`config.mk`:
```
export PLATFORM = sky130hd
export DESIGN_NAME = mem_stage
export DESIGN_NICKNAME = d
export VERILOG_FILES = /design/src/rtl/mem_stage.sv
export SDC_FILE = /design/constraint.sdc
export NUM_CORES = 1
export LEC_CHECK = 0
export CORE_MARGIN = 3
export CORE_UTILIZATION = 38
export DETAILED_ROUTE_END_ITERATION = 16
export GPL_ROUTABILITY_DRIVEN = 0
export MAX_ROUTING_LAYER = met4
export PLACE_DENSITY = 0.81
export SLEW_MARGIN = 5
export SYNTH_ARGS = -nofsm -noshare
export SYNTH_HDL_FRONTEND = slang
export SYNTH_SLANG_ARGS = --single-unit
export TNS_END_PERCENT = 30
```
`constraint.sdc`:
```
create_clock -name clk -period 3.1 [get_ports clk]
set_clock_uncertainty 0.05 [all_clocks]
set_input_delay 0.62 -clock clk [delete_from_list [all_inputs] [get_ports clk]]
set_output_delay 0.62 -clock clk [all_outputs]
set_load 0.05 [all_outputs]
```
`src/rtl/mem_stage.sv`:
```
// Memory pipeline stage: EX/MEM register, branch resolution, req/ack data-memory
// access with upstream stall, and the MEM/WB register feeding writeback.
module mem_stage #(
    parameter int word_size = 32,
    parameter int reg_size  = 5
) (
    input  logic                 clk,
    input  logic                 rst,
    input  logic                 ex_valid,
    input  logic [word_size-1:0] alu_result_in,
    input  logic                 zero_in,
    input  logic [word_size-1:0] add_result_in,
    input  logic [word_size-1:0] write_data_in,
    input  logic [reg_size-1:0]  dest_reg_in,
    input  logic [2:0]           mem_ctrl_in,
    input  logic [1:0]           wb_ctrl_in,
    input  logic                 flush,
    output logic                 stall,
    output logic                 pc_src,
    output logic [word_size-1:0] branch_target,
    output logic                 dmem_req,
    output logic                 dmem_we,
    output logic [word_size-1:0] dmem_addr,
    output logic [word_size-1:0] dmem_wdata,
    input  logic [word_size-1:0] dmem_rdata,
    input  logic                 dmem_ack,
    output logic                 wb_valid,
    output logic [word_size-1:0] wb_read_data,
    output logic [word_size-1:0] wb_alu_result,
    output logic [reg_size-1:0]  wb_dest_reg,
    output logic [1:0]           wb_ctrl_out
);

    typedef enum logic {
        IDLE   = 1'b0,
        ACCESS = 1'b1
    } state_t;

    state_t r_state;
    state_t w_next_state;

    // EX/MEM register
    logic                 r_em_valid;
    logic [word_size-1:0] r_em_alu_result;
    logic                 r_em_zero;
    logic [word_size-1:0] r_em_add_result;
    logic [word_size-1:0] r_em_write_data;
    logic [reg_size-1:0]  r_em_dest_reg;
    logic [2:0]           r_em_mem_ctrl;
    logic [1:0]           r_em_wb_ctrl;

    // MEM/WB register
    logic                 r_wb_valid;
    logic [word_size-1:0] r_wb_read_data;
    logic [word_size-1:0] r_wb_alu_result;
    logic [reg_size-1:0]  r_wb_dest_reg;
    logic [1:0]           r_wb_ctrl;

    logic w_branch;
    logic w_mem_read;
    logic w_mem_write;
    logic w_mem_op;
    logic w_access;
    logic w_done;
    logic w_stall;

    assign w_branch    = r_em_mem_ctrl[2];
    assign w_mem_read  = r_em_mem_ctrl[1];
    assign w_mem_write = r_em_mem_ctrl[0];

    // A branch overrides any memory-control bits that came along with it.
    assign w_mem_op = r_em_valid & ~w_branch & (w_mem_read | w_mem_write);
    assign w_access = (r_state == ACCESS);
    assign w_done   = w_access & dmem_ack;
    assign w_stall  = w_mem_op & ~w_done;

    // NOTE: sequential state uses non-blocking assignments so every register
    // samples pre-edge values regardless of process evaluation order.
    always_ff @(posedge clk) begin
        if (rst) begin
            r_state <= IDLE;
        end else begin
            r_state <= w_next_state;
        end
    end

    // NOTE: the default assignment ahead of the case keeps this purely
    // combinational; a path that leaves w_next_state unassigned infers a latch.
    always_comb begin
        w_next_state = r_state;
        case (r_state)
            IDLE:   if (w_mem_op) w_next_state = ACCESS;
            ACCESS: if (dmem_ack) w_next_state = IDLE;
        endcase
    end

    // NOTE: reset is synchronous; every field is cleared so stale control bits
    // cannot leak into memory or writeback after reset.
    always_ff @(posedge clk) begin
        if (rst) begin
            r_em_valid      <= 1'b0;
            r_em_alu_result <= '0;
            r_em_zero       <= 1'b0;
            r_em_add_result <= '0;
            r_em_write_data <= '0;
            r_em_dest_reg   <= '0;
            r_em_mem_ctrl   <= '0;
            r_em_wb_ctrl    <= '0;
        end else if (!w_stall) begin
            r_em_valid      <= ex_valid & ~flush;
            r_em_alu_result <= alu_result_in;
            r_em_zero       <= zero_in;
            r_em_add_result <= add_result_in;
            r_em_write_data <= write_data_in;
            r_em_dest_reg   <= dest_reg_in;
            r_em_mem_ctrl   <= mem_ctrl_in;
            r_em_wb_ctrl    <= wb_ctrl_in;
        end
    end

    always_ff @(posedge clk) begin
        if (rst) begin
            r_wb_valid      <= 1'b0;
            r_wb_read_data  <= '0;
            r_wb_alu_result <= '0;
            r_wb_dest_reg   <= '0;
            r_wb_ctrl       <= '0;
        end else begin
            if (w_stall) begin
                // Bubble into writeback; data fields keep their last values.
                r_wb_valid <= 1'b0;
                r_wb_ctrl  <= '0;
            end else begin
                r_wb_valid      <= r_em_valid;
                r_wb_ctrl       <= r_em_valid ? r_em_wb_ctrl : 2'b00;
                r_wb_alu_result <= r_em_alu_result;
                r_wb_dest_reg   <= r_em_dest_reg;
            end
            if (w_done && w_mem_read) begin
                r_wb_read_data <= dmem_rdata;
            end
        end
    end

    assign stall         = w_stall;
    assign pc_src        = r_em_valid & w_branch & r_em_zero;
    assign branch_target = r_em_add_result;

    assign dmem_req   = w_access;
    assign dmem_we    = w_mem_write;
    assign dmem_addr  = r_em_alu_result;
    assign dmem_wdata = r_em_write_data;

    assign wb_valid      = r_wb_valid;
    assign wb_read_data  = r_wb_read_data;
    assign wb_alu_result = r_wb_alu_result;
    assign wb_dest_reg   = r_wb_dest_reg;
    assign wb_ctrl_out   = r_wb_ctrl;

endmodule

```
* Word-level counts from Yosys, hierarchy flattened *
Cells that the tools add are included.

storage, ports and cells
  register bits after elaboration = 181
  bits in latches = 0
  bits in writable memories = 0
  bits in read-only memories = 0
  input port bits = 144
  output and inout port bits = 172
  word-level logic and storage cells = 33
  memories kept = 0

operators by class
  $add $sub $neg = 0
  $mul = 0
  div/mod/pow operators = 0
  order comparisons = 0
  equal/unequal tests = 0
  shift-type cells = 0
  muxes and demuxes = 3
  bitwise operators = 13
  reductions and logical operators = 3

operators with widths
  operator                            number
  1-bit bitwise AND                   7
  1-bit NOT                           5
  3-bit OR reduction                  1
  1-bit two-way mux                   2
  1-bit case mux with 2 select lines  1
  2-bit OR reduction                  1
  1-bit logical AND                   1
  1-bit OR                            1

* Depth between registers and ports, before layout *
  depth after elaboration = 5
  gate-level depth with buffers = 6
  mapped depth without buffers = 4

* Worst setup path before layout *
Ideal clock, no wire load.

  path type = reg-to-output
  start point = register r_em_mem_ctrl[0]
  end point = output stall
  arrival = 1.742 ns
  data required time = 2.430 ns
  setup slack = 0.688 ns
  stages on the path, launching flop included = 6
  path buffers = 2
  cells stage by stage = dfxtp_1 -> nor2_1 -> or4b_4 -> inv_2 -> buf_12 -> buf_8

on the way
  cells in the longest elaborated chain, start to end = 3

ends and longest elaborated chain
  what                    line  text
  start, declared         49    logic [2:0] r_em_mem_ctrl;
  start signal, assigned  116   r_em_mem_ctrl <= mem_ctrl_in;
  1-bit OR                72    assign w_mem_op = r_em_valid & ~w_branch & (w_mem_read | w_mem_write);
  1-bit bitwise AND       72
  1-bit bitwise AND       75    assign w_stall = w_mem_op & ~w_done;
  end, declared           18    output logic stall,

Every way passes these cells.

* Worst setup path after layout *
  start point = input dmem_ack
  end point = output stall

on the way
  cells in the longest elaborated chain, start to end = 3

ends and longest elaborated chain
  what               line  text
  start, declared    26    input logic dmem_ack,
  1-bit bitwise AND  74    assign w_done = w_access & dmem_ack;
  1-bit NOT          75
  1-bit bitwise AND  75

Every way passes these cells.

==> load_flow_metrics.sql <==
INSERT INTO impl_metrics (metric_group, metric, value, unit) VALUES
('status', 'outcome', 'finished clean', ''),
('hold_path', 'holdPathStages', '2', ''),
('global_routing', 'global_route_wire_length_before_repair', '30.37', 'mm'),
('cts', 'tritoncts', 'done', ''),
('cts', 'maximum_level_of_the_cts_h_tree', '4', ''),
('synth', 'netlist_area', '0.007527', 'mm²'),
('route', 'drt-total-wl', '19.35', 'mm'),
('pwr', 'p_per_area', '509.0', 'mW/mm²'),
('timing', 'slew-limit-headroom', '0.6215', ''),
('synth', 'synth_nets', '887', ''),
('setup_path', 'delay_of_the_slowest_cell_on_the_worst_path', '500', 'ps'),
('final_layout', 'sequential_cell_area', '0.003623', 'mm²'),
('run', 'cap_violations', '0', ''),
('timing', 'fin_setup_tns', '0', 'ps'),
('setup_path', 'critPathKind', 'in -> out', ''),
('synth', 'postSynth.asyncResetShare', '0', ''),
('timing', 'tightestPinTransition', '566.0', 'ps'),
('global_routing', 'grt_start_max_net_pins', '87', ''),
('timing', 'timing.hold.ws', '390.7', 'ps'),
('route', 'ant_nets', '0', ''),
('route', 'first_pass_iters', '6', ''),
('synth', 'synth_enable_flop_cells', '0', ''),
('setup_path', 'critical_register_to_register_path_endpoint', 'dmem_wdata[30]$_SDFFE_PP0N_', ''),
('setup_path', 'crit_fanout', '4', ''),
('synth', 'ys_ff_latch', '181', ''),
('final_layout', 'synthToLayoutAreaGrowth', '50.78', '%'),
('floorplanning', 'core.rowCount', '50', ''),
('placed_design', 'place.detailed.hpwl', '13.91', 'mm'),
('setup_path', 'data_required_time_at_the_worst_endpoint', '2430', 'ps'),
('synth', 'netlist_instances', '743', ''),
('floorplanning', 'chipHeight', '146.7', 'µm'),
('route', 'routed_wire_length_per_instance', '14.83', 'µm'),
('timing', 'hold_violations', '0', ''),
('cts', 'clk_buf_depth', '2', ''),
('hold_path', 'worst_hold_path.endpoint', 'wb_ctrl_out[1]$_SDFF_PP0_', ''),
('setup_path', 'ff2ff_path_depth', '5', ''),
('route', 'dr_total_vias', '5893', ''),
('timing', 'drv_slew', '0', ''),
('synth', 'yosysUniqueCellTypes', '21', ''),
('global_routing', 'first_global_vias', '5740', ''),
('timing', 'max_freq', '388.7', 'MHz'),
('final_layout', 'antenna-diode-count', '0', ''),
('setup_path', 'worst-endpoint-arrival', '1900', 'ps'),
('synth', 'yosys_warnings', '0', ''),
('route', 'routed_via_density', '4.516', ''),
('setup_path', 'crit_slowest_cell', 'sky130_fd_sc_hd__or4b_4', ''),
('final_layout', 'nNetsFinal', '1176', ''),
('setup_path', 'critical_path.startpoint_type', 'primary input', ''),
('placed_design', 'preCtsSetupSlack', '495.2', 'ps'),
('final_layout', 'multi_input_comb_area', '0.003488', 'mm²'),
('cts', 'cts_setup_buffers', '0', ''),
('timing', 'unrepaired_setup_endpoints_after_global_routing', 'no', ''),
('placed_design', 'io_buffers', '315', ''),
('hold_path', 'min_from', 'r_em_wb_ctrl[1]$_SDFFE_PP0N_', ''),
('pwr', 'vdd_ir_drop_max', '0.3944', 'mV'),
('timing', 'final-setup-viol-count', '0', ''),
('final_layout', 'fill_cells', '1639', ''),
('cts', 'cts_made_buffers', '17', ''),
('floorplanning', 'die-area', '0.02153', 'mm²'),
('cts', 'clkTransAtPathRegs', '60', 'ps'),
('global_routing', 'grt_overflow_total', '0', ''),
('setup_path', 'cp_cell_sequence', 'clkdlybuf4s50_1 -> nand2_1 -> or4b_4 -> inv_6 -> buf_12', ''),
('global_routing', 'total_routing_resource_utilization_after_global_routing', '0.1777', ''),
('hold_path', 'min_path_type', 'reg -> reg', ''),
('cts', 'ctsRootBufferMaster', 'sky130_fd_sc_hd__clkbuf_16', ''),
('timing', 'minimum_clock_period_after_layout', '2573', 'ps'),
('cts', 'clock_insertion_delay_worst_skew', '410', 'ps'),
('cts', 'hold_buffers', '0', ''),
('floorplanning', 'die_width', '146.7', 'µm'),
('route', 'drcViolationCount', '0', ''),
('synth', 'avgSynthCellArea', '10.13', 'µm²');
==> where the power goes <==
| part | total [W] | switching, W | internal (W) |
|---|---|---|---|
| registers | 0.00250 | 0.0000603 | 0.00244 |
| clock network | 0.00223 | 0.000985 | 0.00124 |
| logic | 0.00105 | 0.000583 | 0.000468 |
| total | 0.00578 | 0.00163 | 0.00415 |
==> how the worst max path moves through the flow <==
| stage | startpoint | end | slack [ps] | depth (start not counted) |
|---|---|---|---|---|
| floorplan | r_em_mem_ctrl[0]$_SDFFE_PP0N_ | stall | 690 | 5 |
| global placement | dmem_ack | branch_target[10]$_SDFFE_PP0N_ | 520 | 6 |
| detailed placement | dmem_ack | wb_alu_result[3]$_SDFFE_PP0N_ | 500 | 6 |
| CTS | dmem_ack | stall | 530 | 5 |
| global route | dmem_ack | stall | 490 | 5 |
| finish | dmem_ack | stall | 530 | 5 |
==> cells in the mapped netlist (2+ instances only) <==
cell,instances,share of area
sky130_fd_sc_hd__nor3_1,3,0.0020
sky130_fd_sc_hd__and3_1,2,0.0017
sky130_fd_sc_hd__buf_1,2,0.0010
sky130_fd_sc_hd__buf_6,2,0.0030
sky130_fd_sc_hd__nand2b_1,251,0.21
sky130_fd_sc_hd__buf_4,3,0.0030
sky130_fd_sc_hd__dfxtp_1,181,0.48
sky130_fd_sc_hd__mux2i_1,143,0.19
sky130_fd_sc_hd__clkbuf_1,36,0.018
sky130_fd_sc_hd__nand2_1,67,0.033
sky130_fd_sc_hd__buf_12,10,0.027
sky130_fd_sc_hd__a21oi_1,34,0.023
==> cell families after synthesis <==
| family | count (synthesis) | share of synthesized area |
|---|---|---|
| flip-flops | 181 | 0.4814 |
| AO/OA/AOI/OAI | 34 | 0.02261 |
| multiplexers | 143 | 0.1902 |
| AND/OR/NAND/NOR | 328 | 0.2507 |
| buffers and inverters | 57 | 0.05518 |
==> critical path: cells and delay by family <==
kind	cells	cell delay, ps
buffers and inverters	3	710
and+or+nand+nor	2	570
==> metal layers <==
layer | track usage | vias up | wire, µm
li1 | - | 2984 | -
met3 | 0.05305 | 28 | 1326
met2 | 0.2867 | 191 | 9182
met5 | - | - | 0
met4 | 0.05456 | 0 | 427
met1 | 0.2151 | 2690 | 8417
==> per-stage QoR <==
step	power (W)	utilization	instance area (µm²)	instances
floorplan	0.003169	-	7527	743
global placement	0.003597	0.5628	10740	1273
detailed placement	0.003607	0.5628	10740	1273
CTS	0.005844	0.5948	11350	1305
global route	0.005996	0.5948	11350	1305
finish	0.005777	0.5948	11350	1305
==> layout by cell type (no fill, tap or decap) <==
master	netlist	layout
sky130_fd_sc_hd__nand2_1	67	67
sky130_fd_sc_hd__inv_8	0	3
sky130_fd_sc_hd__buf_12	10	5
sky130_fd_sc_hd__buf_4	3	6
sky130_fd_sc_hd__clkbuf_16	0	17
sky130_fd_sc_hd__nand2b_1	251	251
sky130_fd_sc_hd__buf_6	2	1
sky130_fd_sc_hd__nand3_1	1	1
sky130_fd_sc_hd__and3_1	2	2
sky130_fd_sc_hd__mux2i_1	143	143
sky130_fd_sc_hd__bufinv_16	0	2
sky130_fd_sc_hd__dfxtp_1	181	181
sky130_fd_sc_hd__clkinv_8	0	1
sky130_fd_sc_hd__nor3b_1	1	1
sky130_fd_sc_hd__a21oi_1	34	34
sky130_fd_sc_hd__clkbuf_8	0	1
sky130_fd_sc_hd__clkdlybuf4s50_1	0	313
sky130_fd_sc_hd__or4_1	1	1
sky130_fd_sc_hd__inv_6	0	3
sky130_fd_sc_hd__nor2_1	1	1
sky130_fd_sc_hd__clkinv_4	0	2
sky130_fd_sc_hd__clkbuf_1	36	1
sky130_fd_sc_hd__or4b_4	1	1
sky130_fd_sc_hd__nor3_1	3	3
sky130_fd_sc_hd__inv_1	1	1
sky130_fd_sc_hd__clkinvlp_4	0	3
==> final cells by class <==
type,instances,share of cell area
Clock buffer,19,0.03903
Timing Repair Buffer,325,0.2898
Sequential cell,181,0.3193
Clock inverter,13,0.01477
Inverter,2,0.001102
Multi-Input combinational cell,505,0.3074
Tap cell,260,0.02866
No activity file was read; power rests on OpenSTA's default activity.
